--- config.mk ---
export PLATFORM = sky130hd
export DESIGN_NAME = rcc_byte_framer_flat
export DESIGN_NICKNAME = d
export VERILOG_FILES = /design/src/rtl/rcc_byte_framer_pkg.sv /design/src/rtl/rcc_byte_framer_if.sv /design/src/rtl/rcc_byte_framer_fifo.sv /design/src/rtl/rcc_byte_framer.sv /design/src/flat_wrapper.sv
export SDC_FILE = /design/constraint.sdc
export NUM_CORES = 1
export LEC_CHECK = 0
export CORE_MARGIN = 1.5
export CORE_UTILIZATION = 62
export DETAILED_ROUTE_END_ITERATION = 6
export PLACE_DENSITY = 0.8
export SYNTH_ARGS = -nofsm -noshare
export SYNTH_HDL_FRONTEND = slang
export SYNTH_HIERARCHICAL = 1
export SYNTH_SLANG_ARGS = --single-unit
--- constraint.sdc ---
create_clock -name CLK -period 5.6 [get_ports CLK]
set_clock_uncertainty 0.2 [all_clocks]
set_input_delay 0.56 -clock CLK [delete_from_list [all_inputs] [get_ports CLK]]
set_output_delay 0.56 -clock CLK [all_outputs]
set_load 0.01 [all_outputs]
--- src/rtl/rcc_byte_framer_pkg.sv ---
// Shared types and constants for the RCC byte framer.
package rcc_framer_pkg;

  // Framer sequencing: header bytes, payload, then checksum.
  typedef enum logic [2:0] {
    IDLE    = 3'd0,
    SOF     = 3'd1,
    LEN_HI  = 3'd2,
    LEN_LO  = 3'd3,
    PAYLOAD = 3'd4,
    CHK     = 3'd5
  } framer_state_t;

  localparam logic [7:0] SOF_DEFAULT    = 8'hA5;
  localparam int         RCC_WORD_BYTES = 4;

  // Payload length in bytes for a buffer length given in 32-bit words.
  function automatic logic [15:0] frame_len_bytes(input logic [5:0] words);
    return 16'(words) * 16'(RCC_WORD_BYTES);
  endfunction

endpackage

--- src/rtl/rcc_byte_framer_if.sv ---
// Byte-stream interface of the framer: serialized input strobe plus the
// framed output link.
//
// Handshake: i_byte/i_byte_valid is a one-cycle strobe with no backpressure.
// On the output link a byte transfers on every rising clock edge where
// o_byte_valid && i_byte_ready; while o_byte_valid is high and i_byte_ready
// is low, o_byte and o_byte_valid are held unchanged by the framer.
interface rcc_byte_framer_if;
  logic [7:0] i_byte;
  logic       i_byte_valid;
  logic [7:0] o_byte;
  logic       o_byte_valid;
  logic       i_byte_ready;

  // Framer side.
  modport master (
    input  i_byte,
    input  i_byte_valid,
    input  i_byte_ready,
    output o_byte,
    output o_byte_valid
  );

  // Serializer / downstream link side.
  modport slave (
    output i_byte,
    output i_byte_valid,
    output i_byte_ready,
    input  o_byte,
    input  o_byte_valid
  );
endinterface

--- src/rtl/rcc_byte_framer_fifo.sv ---
// Single-clock show-ahead byte FIFO. dout always presents the head entry;
// a push on a full FIFO and a pop on an empty one are ignored.
module rcc_byte_fifo #(
  parameter int DEPTH = 64
) (
  input  logic                   clk,
  input  logic                   rst_n,
  input  logic                   push,
  input  logic                   pop,
  input  logic [7:0]             din,
  output logic [7:0]             dout,
  output logic                   full,
  output logic                   empty,
  output logic [$clog2(DEPTH):0] count
);

  localparam int AW = $clog2(DEPTH);

  logic [7:0]    mem [DEPTH];
  logic [AW-1:0] wr_ptr;
  logic [AW-1:0] rd_ptr;
  logic          do_push;
  logic          do_pop;

  // Full/empty come straight from the registered count, so a same-cycle
  // pop never frees room for a push.
  assign full    = (count == (AW + 1)'(DEPTH));
  assign empty   = (count == '0);
  assign do_push = push && !full;
  assign do_pop  = pop && !empty;
  assign dout    = mem[rd_ptr];

  // Storage array, written on accepted pushes only.
  always_ff @(posedge clk) begin
    if (do_push) begin
      mem[wr_ptr] <= din;
    end
  end

  // Pointer and occupancy tracking; pointers wrap naturally (power-of-two depth).
  always_ff @(posedge clk or negedge rst_n) begin
    if (!rst_n) begin
      wr_ptr <= '0;
      rd_ptr <= '0;
      count  <= '0;
    end else begin
      if (do_push) begin
        wr_ptr <= wr_ptr + AW'(1);
      end
      if (do_pop) begin
        rd_ptr <= rd_ptr + AW'(1);
      end
      case ({do_push, do_pop})
        2'b10:   count <= count + (AW + 1)'(1);
        2'b01:   count <= count - (AW + 1)'(1);
        default: count <= count;
      endcase
    end
  end

endmodule

--- src/rtl/rcc_byte_framer.sv ---
// Buffers the serializer byte stream and wraps each RCC buffer of payload
// into SOF, 16-bit length, payload, 8-bit checksum on a ready/valid link.
module rcc_byte_framer
  import rcc_framer_pkg::*;
#(
  parameter int         FIFO_DEPTH = 64,
  parameter logic [7:0] SOF_BYTE   = SOF_DEFAULT
) (
  input  logic                        CLK,
  input  logic                        RESETn,
  input  logic [5:0]                  i_RCC_BUFFER_LENGTH,
  rcc_byte_framer_if.master           link,
  output logic                        o_frame_active,
  output logic                        o_overflow,
  output logic [15:0]                 o_frame_count,
  output framer_state_t               dbg_state,
  output logic [$clog2(FIFO_DEPTH):0] dbg_fifo_count
);

  framer_state_t state;
  logic [15:0]   frame_len;
  logic [15:0]   remaining;
  logic [7:0]    sum;

  logic          fifo_push;
  logic          fifo_pop;
  logic          fifo_full;
  logic          fifo_empty;
  logic [7:0]    fifo_dout;
  logic          accept;
  logic          slot_free;

  assign fifo_push = link.i_byte_valid && !fifo_full;
  assign accept    = link.o_byte_valid && link.i_byte_ready;
  // Output register can take a new byte: either empty or being drained now.
  assign slot_free = !link.o_byte_valid || link.i_byte_ready;
  assign dbg_state = state;

  rcc_byte_fifo #(
    .DEPTH (FIFO_DEPTH)
  ) u_fifo (
    .clk   (CLK),
    .rst_n (RESETn),
    .push  (fifo_push),
    .pop   (fifo_pop),
    .din   (link.i_byte),
    .dout  (fifo_dout),
    .full  (fifo_full),
    .empty (fifo_empty),
    .count (dbg_fifo_count)
  );

  // FIFO read: discard in IDLE for zero-length buffers, otherwise pop exactly
  // when a payload byte is moved from the FIFO head into the output register.
  always_comb begin
    fifo_pop = 1'b0;
    case (state)
      IDLE:    fifo_pop = !fifo_empty && (i_RCC_BUFFER_LENGTH == '0);
      LEN_LO:  fifo_pop = accept && !fifo_empty;
      PAYLOAD: fifo_pop = slot_free && (remaining != '0) && !fifo_empty;
      default: fifo_pop = 1'b0;
    endcase
  end

  // Sticky overflow: a strobe arrived while the FIFO was already full.
  always_ff @(posedge CLK or negedge RESETn) begin
    if (!RESETn) begin
      o_overflow <= 1'b0;
    end else if (link.i_byte_valid && fifo_full) begin
      o_overflow <= 1'b1;
    end
  end

  // Frame sequencer with registered output byte/valid. In PAYLOAD, remaining
  // counts bytes still to be loaded from the FIFO; once it is zero the next
  // free output slot means the last payload byte was accepted.
  always_ff @(posedge CLK or negedge RESETn) begin
    if (!RESETn) begin
      state             <= IDLE;
      frame_len         <= '0;
      remaining         <= '0;
      sum               <= '0;
      link.o_byte       <= 8'h00;
      link.o_byte_valid <= 1'b0;
      o_frame_active    <= 1'b0;
      o_frame_count     <= '0;
    end else begin
      case (state)
        IDLE: begin
          if (!fifo_empty && (i_RCC_BUFFER_LENGTH != '0)) begin
            frame_len         <= frame_len_bytes(i_RCC_BUFFER_LENGTH);
            sum               <= 8'h00;
            state             <= SOF;
            link.o_byte       <= SOF_BYTE;
            link.o_byte_valid <= 1'b1;
            o_frame_active    <= 1'b1;
          end
        end
        SOF: begin
          if (accept) begin
            state       <= LEN_HI;
            link.o_byte <= frame_len[15:8];
            sum         <= sum + frame_len[15:8];
          end
        end
        LEN_HI: begin
          if (accept) begin
            state       <= LEN_LO;
            link.o_byte <= frame_len[7:0];
            sum         <= sum + frame_len[7:0];
          end
        end
        LEN_LO: begin
          if (accept) begin
            state             <= PAYLOAD;
            remaining         <= frame_len;
            link.o_byte_valid <= 1'b0;
            if (fifo_pop) begin
              link.o_byte       <= fifo_dout;
              link.o_byte_valid <= 1'b1;
              sum               <= sum + fifo_dout;
              remaining         <= frame_len - 16'd1;
            end
          end
        end
        PAYLOAD: begin
          if (slot_free) begin
            if (remaining == '0) begin
              state             <= CHK;
              link.o_byte       <= 8'h00 - sum;
              link.o_byte_valid <= 1'b1;
            end else if (fifo_pop) begin
              link.o_byte       <= fifo_dout;
              link.o_byte_valid <= 1'b1;
              sum               <= sum + fifo_dout;
              remaining         <= remaining - 16'd1;
            end else begin
              // FIFO ran dry mid-payload: bubble until data arrives.
              link.o_byte_valid <= 1'b0;
            end
          end
        end
        CHK: begin
          if (accept) begin
            state             <= IDLE;
            link.o_byte_valid <= 1'b0;
            o_frame_active    <= 1'b0;
            o_frame_count     <= o_frame_count + 16'd1;
          end
        end
        default: begin
          state             <= IDLE;
          link.o_byte_valid <= 1'b0;
          o_frame_active    <= 1'b0;
        end
      endcase
    end
  end

endmodule

--- src/flat_wrapper.sv ---
// flat-port wrapper written by rule: the top's interface ports become plain ports
module rcc_byte_framer_flat import rcc_framer_pkg::*;
#(
  parameter int         FIFO_DEPTH = 64,
  parameter logic [7:0] SOF_BYTE   = SOF_DEFAULT
)
  (CLK, RESETn, i_RCC_BUFFER_LENGTH, o_frame_active, o_overflow, o_frame_count, dbg_state, dbg_fifo_count, link_i_byte, link_i_byte_valid, link_i_byte_ready, link_o_byte, link_o_byte_valid);
  rcc_byte_framer_if link_i ();
  input  logic CLK;
  input  logic RESETn;
  input  logic [5:0] i_RCC_BUFFER_LENGTH;
  output logic o_frame_active;
  output logic o_overflow;
  output logic [15:0] o_frame_count;
  output framer_state_t dbg_state;
  output logic [$clog2(FIFO_DEPTH):0] dbg_fifo_count;
  input wire logic [$bits(link_i.i_byte)-1:0] link_i_byte;
  input wire logic [$bits(link_i.i_byte_valid)-1:0] link_i_byte_valid;
  input wire logic [$bits(link_i.i_byte_ready)-1:0] link_i_byte_ready;
  output wire logic [$bits(link_i.o_byte)-1:0] link_o_byte;
  output wire logic [$bits(link_i.o_byte_valid)-1:0] link_o_byte_valid;
  assign link_i.i_byte = link_i_byte;
  assign link_i.i_byte_valid = link_i_byte_valid;
  assign link_i.i_byte_ready = link_i_byte_ready;
  assign link_o_byte = link_i.o_byte;
  assign link_o_byte_valid = link_i.o_byte_valid;
  rcc_byte_framer #(.FIFO_DEPTH(FIFO_DEPTH), .SOF_BYTE(SOF_BYTE)) u_core (.CLK(CLK), .RESETn(RESETn), .i_RCC_BUFFER_LENGTH(i_RCC_BUFFER_LENGTH), .link(link_i), .o_frame_active(o_frame_active), .o_overflow(o_overflow), .o_frame_count(o_frame_count), .dbg_state(dbg_state), .dbg_fifo_count(dbg_fifo_count));
endmodule
### Yosys cells after proc, flatten, opt, wreduce, memory -nomap -nowiden

Memory sizes are Yosys's and may differ from the RTL's.
Cells that the tools add are included.

| word-level totals | value |
|---|---|
| bits in writable memories | 512 |
| memories kept | 1 |
| output and inout port bits | 37 |
| logic and storage cells | 117 |
| input port bits | 18 |
| flip-flop bits (word level) | 79 |

| cells by class | value |
|---|---|
| add/subtract/negate cells | 10 |
| reductions and logical operators | 33 |
| equal/unequal tests | 18 |
| bitwise operators | 2 |
| multiplexer cells | 41 |

Memories:

| name | depth | width | read ports | clocked after Yosys merged registers in | write ports | line | text |
|---|---|---|---|---|---|---|---|
| u_core.u_fifo.mem | 64 | 8 | 1 | 0 | 1 | rcc_byte_framer_fifo.sv:19 | `logic [7:0] mem [DEPTH];` |

Operators by type and width:

| cell | number |
|---|---|
| 2-to-1 mux 8 bit | 13 |
| 2-to-1 mux 16 bit | 5 |
| case mux 8 bit (5 select lines) | 1 |
| case mux 16 bit (2 select lines) | 1 |
| case mux 8 bit (4 select lines) | 1 |
| 2-to-1 mux 3 bit | 7 |
| case mux 3 bit (6 select lines) | 1 |
| adder 16 x 1 -> 16 bit, second input constant | 1 |
| adder 8 bit | 2 |
| logical NOT 16 bit | 1 |
| nonzero test 16 bit | 1 |
| subtractor 16 x 1 -> 16 bit, second input constant | 1 |
| inequality test 2 x 1 -> 1 bit, second input constant | 7 |
| case mux 7 bit (2 select lines) | 1 |
| adder 6 x 1 -> 6 bit, second input constant | 2 |
| logical AND 1 bit | 10 |
| AND reduction 5 bit | 2 |
| subtractor 8 x 1 -> 9 bit, second input constant | 1 |
| 2-to-1 mux 1 bit | 8 |
| AND reduction 8 bit | 1 |
| subtractor 1 x 8 -> 8 bit, first input constant | 1 |
| adder 7 x 1 -> 7 bit, second input constant | 1 |
| == test 7 bit, second input constant | 1 |
| logical NOT 7 bit | 1 |
| 23 further kinds | 33 |

### Longest topological paths before layout

Gate-level depths: netlist (run 1).

| depth | value |
|---|---|
| depth after elaboration | 9 |
| gate-level depth with buffers | 18 |
| mapped depth without buffers | 16 |

### Modules after synthesis

Netlist (run 1), hierarchy kept.

By module, submodules not included:

| module | sequential area each (um^2) | cells an instance | times used | area an instance (um^2) |
|---|---|---|---|---|
| rcc_byte_fifo | 15850.2 | 1058 | 1 | 20990.1 |
| rcc_byte_framer | 1501.4 | 411 | 1 | 3767.4 |

### Worst setup path before layout (run 1)

Ideal clock, no wire load.

| timing path | value |
|---|---|
| path type | reg2reg |
| start point | reg u_core.state[0], in the netlist u_core/dbg_state[0] |
| end point | reg u_core.u_fifo.count[6] |
| path buffers | 3 |
| setup slack | 1.614 ns |
| clock period less this slack | 3.986 ns |
| data required time | 5.320 ns |
| setup time | 0.080 ns |
| stages on the path, launching flop included | 18 |
| data arrival time | 3.706 ns |
| cells stage by stage | dfrtp_1 -> buf_2 -> or2_2 -> a21oi_1 -> o21ai_1 -> and2_1 -> buf_2 -> inv_1 -> o21a_1 -> clkbuf_1 -> ha_1 -> inv_1 -> fa_1 -> nor2b_1 -> o21ai_0 -> a211o_1 -> o211ai_1 -> xnor2_1 |

| between the ends | value |
|---|---|
| longest elaborated chain between the ends | 5 |
| elaborated cells between the ends (all ways) | 9 |
| classes of those cells | eq/ne: 4; mux: 2; reduce/logical: 3 |

Ends and longest elaborated chain:

| item | line | text |
|---|---|---|
| from (decl) | rcc_byte_framer.sv:20 | `framer_state_t state;` |
| from (signal assigned) | rcc_byte_framer.sv:79 | `state <= IDLE;` |
| from (signal assigned) | rcc_byte_framer.sv:93 | `state <= SOF;` |
| from (signal assigned) | rcc_byte_framer.sv:101 | `state <= LEN_HI;` |
| == test 3 bit, or another cell as far along | rcc_byte_framer.sv:57 | `case (state)` |
| case mux 1 bit (3 select lines) * | rcc_byte_framer.sv:57 |  |
| via u_core.fifo_pop | rcc_byte_framer.sv:26 | `logic fifo_pop;` |
| logical AND 1 bit * | rcc_byte_framer_fifo.sv:30 | `assign do_pop = pop && !empty;` |
| via u_core.u_fifo.do_pop | rcc_byte_framer_fifo.sv:23 | `logic do_pop;` |
| == test 2 x 1 -> 1 bit or == test 2 bit (tied branches) | rcc_byte_framer_fifo.sv:53 | `case ({do_push, do_pop})` |
| case mux 7 bit (2 select lines) or nonzero test 2 bit (tied branches) | n/a |  |
| to (signal assigned) | rcc_byte_framer_fifo.sv:54 | `2'b10: count <= count + (AW + 1)'(1);` |
| to (signal assigned) | rcc_byte_framer_fifo.sv:55 | `2'b01: count <= count - (AW + 1)'(1);` |
| to (signal assigned) | rcc_byte_framer_fifo.sv:56 | `default: count <= count;` |
| to (decl) | rcc_byte_framer_fifo.sv:14 | `output logic [$clog2(DEPTH):0] count` |

The timed path passes the listed nets; every way through them passes the cells marked *.
A chain may end at the register's enable or synchronous reset.

### Worst setup path after layout (run 1)

| timing path | value |
|---|---|
| start point | reg u_core.u_fifo.count[4] |
| end point | reg u_core.u_fifo.count[6] |

| between the ends | value |
|---|---|
| longest elaborated chain between the ends | 7 |
| elaborated cells between the ends (all ways) | 17 |
| classes of those cells | add/sub: 2; eq/ne: 3; mux: 2; reduce/logical: 10 |

Ends and longest elaborated chain:

| item | line | text |
|---|---|---|
| logical NOT 7 bit * | rcc_byte_framer_fifo.sv:28 | `assign empty = (count == '0);` |
| via u_core.fifo_empty | rcc_byte_framer.sv:28 | `logic fifo_empty;` |
| logical NOT 1 bit * | rcc_byte_framer.sv:58, rcc_byte_framer.sv:59, rcc_byte_framer.sv:60 |  |
| logical AND 1 bit (on tied branches) | rcc_byte_framer.sv:60, rcc_byte_framer.sv:58, rcc_byte_framer.sv:59 |  |
| case mux 1 bit (3 select lines) * | rcc_byte_framer.sv:57 |  |
| via u_core.fifo_pop | rcc_byte_framer.sv:26 |  |
| logical AND 1 bit * | rcc_byte_framer_fifo.sv:30 |  |
| == test 2 x 1 -> 1 bit or == test 2 bit (tied branches) | rcc_byte_framer_fifo.sv:53 |  |
| case mux 7 bit (2 select lines) or nonzero test 2 bit (tied branches) | n/a |  |

Marked as above.

==> results.toml, run 1 <==
[outcome]
outcome = "finished, final reports clean"

[floorplanning]
dieArea_um2 = 41100
die_h_um = 203
coreArea_um2 = 39500
die_w_um = 203
io_pins = 55
rows = 73
initial_utilization_pct = 62.6

[synthesis]
synthArstFlopShare_pct = 13.4
synth_area_um2 = 24800
synth_fp_nets = 1514
synth_top_flop_cell = "edfxtp_1"
avgSynthCellArea_um2 = 16.9
yosysTopAreaCell = "edfxtp_1"
synth_cell_type_count = 71
synth.area.top_cells = "edfxtp_1 62%, mux4_2 8.9%, dfrtp_1 8.0%"
netlist_top_cells_count = "512 x edfxtp_1, 119 x nor2_1, 98 x mux4_2"
syn-instance-count = 1469
synth-edff-count = 512
synth-seq-area-share_pct = 70.1
yosys_warnings = 6
synth_seq_cells = 591
synth_top_cell_area_share_pct = 62.1
yosysMostFrequentCell = "edfxtp_1"

[placement]
gp_congestion = 0.920
dp_slack_ns = 0.734
hpwlAfterDp_um = 34900
placedCellCount = 2007
io_buffers = 54

[hold_path]
hold_class = "reg -> reg"

[worst_setup_path]
crit_required_ns = 5.93
cp-start-kind = "flip-flop"
worstPathArrival_ns = 4.99
crit_slowest_cell = "nor4_1"
cpPeakStageDelay_ns = 0.50
worstSetupPathType = "reg -> reg"
cp_cell_sequence = "nor4_1 -> nand2_1 -> nor2_1 -> a21oi_1 -> o21ai_1 -> and2_1 -> inv_1 -> o21a_1 -> ha_1 -> ha_1 -> nor2b_1 -> o21ai_0 -> a21oi_1 -> o211ai_1 -> xnor2_1"
crit_family = "simple AND/OR/NAND/NOR gates"
cp.buffers_inverters = 1
endpoint_kind = "flip-flop"
crit_fanout = 11

[clock_network]
clockRootBuffer = "clkbuf_16"
cts_tree = "done"
cts_sinks = 591
clockBufferDepth = 3
cts_buffers = 57
htreeDepth = 2
clk_pin_slew_ns = 0.06
clock_latency_ns = 0.63
cts.repair.resized = 0

[finish]
final_nets = 1587
drive_gt1_share_pct = 15.2
final_cells = 2114
synthToLayoutAreaGrowth_pct = 11.4

[sta]
fin_tns_setup_ns = 0
finalSetupViolCount = 0
fmax_ghz = 0.215
worstMarginPinSlew_ns = 1.26
hold_violations = 0
maxSlewViolCount = 0
finalCritPeriodShare_pct = 83.2
relSlewSlack_pct = 16.0
post-route-min-period_ns = 4.66
fin_ws_ns = 0.939
rsz0062_at_grt = "false"

[pwr]
power_leakage_uw = 0.00924
total_power_uw = 12700
irDropWorstVdd_mv = 0.319
p_per_area_nw_per_um2 = 460

[routing]
num_vias = 14000
drtIter0Drc = 1608
drc = 0
post_drt_wl_per_cell_um = 26.6
viasPerCell = 6.62
firstDrtPassIters = 5
antenna_left = 0
routed_wl_um = 56300

[grt]
grtUsageMet1_pct = 38.6
antenna_found_initial = 1
grt_pass1_vias = 13800
grt_first_pass_wirelength_um = 85200
grt_use_met2_pct = 46.1
grt_max_degree = 80
met3_usage_pct = 5.15
grt.total_usage_pct = 28.1
overflow = 0
gr-max-usage-layer = "met2"

[run]
cap_violations = 0
## layout by cell type (no fill, tap or decap), types with 16 or more instances in the layout
master / instances
nor3_1: 16
nand2_1: 63
a21oi_1: 40
mux2_2: 16
edfxtp_1: 512
dfrtp_1: 76
xor2_1: 17
clkbuf_16: 57
o22ai_1: 28
nand3_1: 20
xnor2_1: 34
buf_4: 20
ha_1: 24
o21ai_0: 35
mux4_2: 98
mux2i_1: 84
inv_1: 22
a211oi_1: 17
clkdlybuf4s50_1: 45
nor2_1: 119
## flip-flops by register name (all words and copies together), names as in the netlist
signal	cells
u_core/sum	8
u_core/link.o_byte_valid	1
u_core/o_frame_count	16
u_core/o_frame_active	1
u_core/frame_len	6
u_core/u_fifo/mem	512
u_core/link.o_byte	8
u_core/u_fifo/count	7
u_core/o_overflow	1
u_core/dbg_state	3
u_core/remaining	16
u_core/u_fifo/rd_ptr	6
u_core/u_fifo/wr_ptr	6
## worst register-to-register path, cell delays in order (launching register included)
cell,delay [ns]
dfrtp_1,0.43
nor4_1,0.50
nand2_1,0.16
nor2_1,0.40
a21oi_1,0.22
o21ai_1,0.32
and2_1,0.46
inv_1,0.08
o21a_1,0.20
ha_1,0.31
ha_1,0.35
nor2b_1,0.14
o21ai_0,0.31
a21oi_1,0.15
o211ai_1,0.23
xnor2_1,0.14
## path summary, 6_finish.rpt
check                                                          start                                    to  slack, ns  cells past startpoint
min in group asynchronous                                     RESETn   u_core/o_frame_count[8]$_DFFE_PN0P_       0.48                      2
max in group asynchronous                                     RESETn   u_core/u_fifo/rd_ptr[0]$_DFFE_PN0P_       3.94                      2
worst max register to register    u_core/u_fifo/count[4]$_DFFE_PN0P_    u_core/u_fifo/count[6]$_DFFE_PN0P_       0.94                     15
worst min-delay path            u_core/o_frame_count[15]$_DFFE_PN0P_  u_core/o_frame_count[15]$_DFFE_PN0P_       0.28                      1
worst min register to register  u_core/o_frame_count[15]$_DFFE_PN0P_  u_core/o_frame_count[15]$_DFFE_PN0P_       0.28                      1
worst max-delay path              u_core/u_fifo/count[4]$_DFFE_PN0P_    u_core/u_fifo/count[6]$_DFFE_PN0P_       0.94                     15
## metrics by stage
step	hold slack [ns]	util, %	cell area (um2)
2_1_floorplan	0.0644	-	24800
3_3_place_gp	0.259	65.1	25800
3_5_place_dp	0.272	65.1	25800
4_1_cts	0.281	69.7	27600
5_1_grt	0.301	69.7	27600
6_report	0.277	69.7	27600
## per-layer routing
metal,routed length (um),vias up
met5,9,-
met4,1800,2
met3,5000,126
met2,27800,754
met1,21700,7128
li1,-,5995
## logic make-up after synthesis
group / synth area share [%]
flip-flops: 70.1
AND/OR/NAND/NOR: 5.74
AO/OA/AOI/OAI: 6.08
multiplexers: 13.0
buffers and inverters: 1.79
XOR/XNOR: 1.80
adder cells (fa/ha/maj): 1.46
## area by class of cell
type	count	area, um2
timing repair buffer	77	711
clock inverter	30	235
tap	525	657
multi-input combinational	792	6960
inverter	23	86.3
antenna	1	2.50
fill	2451	12000
clock buffer	75	1550
sequential	591	17400
## report_power, final
| part | switching [uW] | internal (uW) | total, uW |
|---|---|---|---|
| Combinational | 1940 | 1540 | 3480 |
| Sequential | 413 | 5090 | 5510 |
| Clock | 1630 | 2050 | 3680 |
## what timing repair did
| item | in CTS | in global routing |
|---|---|---|
| hold buffers | 1 | 0 |
| setup buffers | 0 | 0 |
| endpoints found under the hold margin | 79 | 0 |
Power figures use the tool's default switching activity.
==> inputs of run 2 (changes only) <==
--- a/config.mk
+++ b/config.mk
@@ -6,9 +6,9 @@
 export NUM_CORES = 1
 export LEC_CHECK = 0
 export CORE_MARGIN = 1.5
-export CORE_UTILIZATION = 62
+export CORE_UTILIZATION = 56
 export DETAILED_ROUTE_END_ITERATION = 6
-export PLACE_DENSITY = 0.8
+export PLACE_DENSITY = 0.76
 export SYNTH_ARGS = -nofsm -noshare
 export SYNTH_HDL_FRONTEND = slang
 export SYNTH_HIERARCHICAL = 1
==> constraint.sdc (replaced) <==
create_clock -name CLK -period 3.9 [get_ports CLK]
set_clock_uncertainty 0.2 [all_clocks]
set_input_delay 0.39 -clock CLK [delete_from_list [all_inputs] [get_ports CLK]]
set_output_delay 0.39 -clock CLK [all_outputs]
set_load 0.01 [all_outputs]
==> results.toml, run 2 (synthesized netlist as in run 1, its figures left out) <==
[sta]
worstMarginPinSlew_ns = 1.25
finalCritPeriodShare_pct = 101
finalSetupViolCount = 1
fin_tns_setup_ns = -0.0320
fin_hold_ws_ns = 0.192
relSlewSlack_pct = 16.3
fmax_ghz = 0.254
maxSlewViolCount = 0
rsz0062_at_grt = "true"
post-route-min-period_ns = 3.93
fin_ws_ns = -0.0320
hold_violations = 0

[floorplanning]
die_w_um = 213
initial_utilization_pct = 57.1
dieArea_um2 = 45500
coreArea_um2 = 43400
die_h_um = 213
rows = 76
io_pins = 55

[outcome]
outcome = "complete, but fails checks"
violations = "setup timing"

[routing]
drc = 0
viasPerCell = 6.23
antenna_left = 0
num_vias = 14800
firstDrtPassIters = 7
drtIter0Drc = 1555
routed_wl_um = 60600
post_drt_wl_per_cell_um = 25.6

[finish]
nFillCells = 2808
n_antenna_cell = 0
largest_register_ffs = 512
top_regs = "u_core/u_fifo/mem x512, u_core/o_frame_count x16, u_core/remaining x16"
layout_commonest_cell = "edfxtp_1"
multiInputGateArea_um2 = 7350
final-seq-area_um2 = 17400
drive_gt1_share_pct = 27.6
layout_common_cells = "512 x edfxtp_1, 203 x buf_4, 117 x nor2_1, 98 x mux4_2"
final_nets = 1788
synthToLayoutAreaGrowth_pct = 20.3
largest-register = "u_core/u_fifo/mem"
utilization_pct = 68.7

[grt]
antenna_found_initial = 0
overflow = 0
grt.total_usage_pct = 26.8
grt_max_degree = 65
grt_first_pass_wirelength_um = 89500
grt_pass1_vias = 14800

[clock_network]
clockBufferDepth = 3
htreeDepth = 2
cts_sinks = 591
clock_latency_ns = 0.62
cts_buffers = 57
clk_pin_slew_ns = 0.06
clockRootBuffer = "clkbuf_16"
cts_tree = "done"

[worst_setup_path]
worstPathArrival_ns = 4.23
cp_cell_sequence = "buf_12 -> buf_4 -> mux4_2 -> a211oi_4 -> a22oi_2 -> and3_4 -> ha_4 -> fa_2 -> a211oi_2 -> o21bai_1 -> a21oi_2 -> xor2_1 -> o22ai_1 -> mux2_2"
worstSetupPathType = "reg -> reg"
endpoint_kind = "flip-flop"
cp-start-kind = "flip-flop"
crit_required_ns = 4.20
crit_family = "compound AO/OA/AOI/OAI gates"
crit_slowest_cell = "dfrtp_4"
cpPeakStageDelay_ns = 0.55
cp.buffers_inverters = 2
crit_fanout = 6

[pwr]
p_per_area_nw_per_um2 = 664
power_leakage_uw = 0.0104
irDropWorstVdd_mv = 0.449

[hold_path]
hold_class = "in -> reg"

[placement]
dp_slack_ns = -0.278
io_buffers = 54
hpwlAfterDp_um = 38500
gp_congestion = 0.922

[run]
cap_violations = 0
==> run 2: layout make-up <==
cell class	instances	area share [%]
multi-input cells	792	24.7
clock buffers	73	5.13
flip-flops and latches	591	58.3
repair buffers	278	8.09
well taps	585	2.46
inverters	23	0.290
clock inverters	28	1.06
==> run 2: layer usage <==
layer,part of all wire [%],vias to the layer above,global-route usage (%)
li1,-,6392,-
met1,41,7558,37.7
met2,49,690,43.0
met3,7.5,134,4.46
met4,3.2,0,9.03
met5,0,-,0
==> run 2: stage by stage <==
| step | instance area, um2 | power, uW | instances |
|---|---|---|---|
| CTS | 29200 | 19200 | 2347 |
| detailed placement | 27200 | 13600 | 2241 |
| global route | 29800 | 20500 | 2370 |
| global placement | 27200 | 13500 | 2241 |
| floorplan | 24800 | 11400 | 1469 |
| finish | 29800 | 19800 | 2370 |
==> run 2: worst paths after layout <==
| check | start | to | slack, ns | cells past startpoint |
|---|---|---|---|---|
| hold reg to reg | u_core/o_overflow$_DFFE_PN0P_ | u_core/o_overflow$_DFFE_PN0P_ | 0.26 | 1 |
| hold / removal | link_i_byte_valid | u_core/o_overflow$_DFFE_PN0P_ | 0.19 | 2 |
| min in group asynchronous | RESETn | u_core/u_fifo/count[1]$_DFFE_PN0P_ | 0.22 | 2 |
| setup / recovery | u_core/u_fifo/rd_ptr[0]$_DFFE_PN0P_ | u_core/sum[6]$_DFFE_PN0P_ | -0.03 | 14 |
| setup reg to reg | u_core/u_fifo/rd_ptr[0]$_DFFE_PN0P_ | u_core/sum[6]$_DFFE_PN0P_ | -0.03 | 14 |
| max in group asynchronous | RESETn | u_core/remaining[10]$_DFFE_PN0P_ | 2.44 | 3 |
==> run 2: what timing repair did <==
action	4_1_cts	5_1_grt
endpoints found under the hold margin	60	0
pin swaps	3	29
buffers inserted	4	23
cloned	0	2
gates resized for setup	27	72
hold buffers	1	0
endpoints found under the setup margin	4	8
==> run 2: report_power, final <==
| group | leakage (uW) | switching (uW) | internal [uW] |
|---|---|---|---|
| clock network | 0.000895 | 2300 | 3160 |
| registers | 0.00562 | 474 | 7310 |
| logic | 0.00389 | 3280 | 3250 |
| total | 0.0104 | 6060 | 13700 |
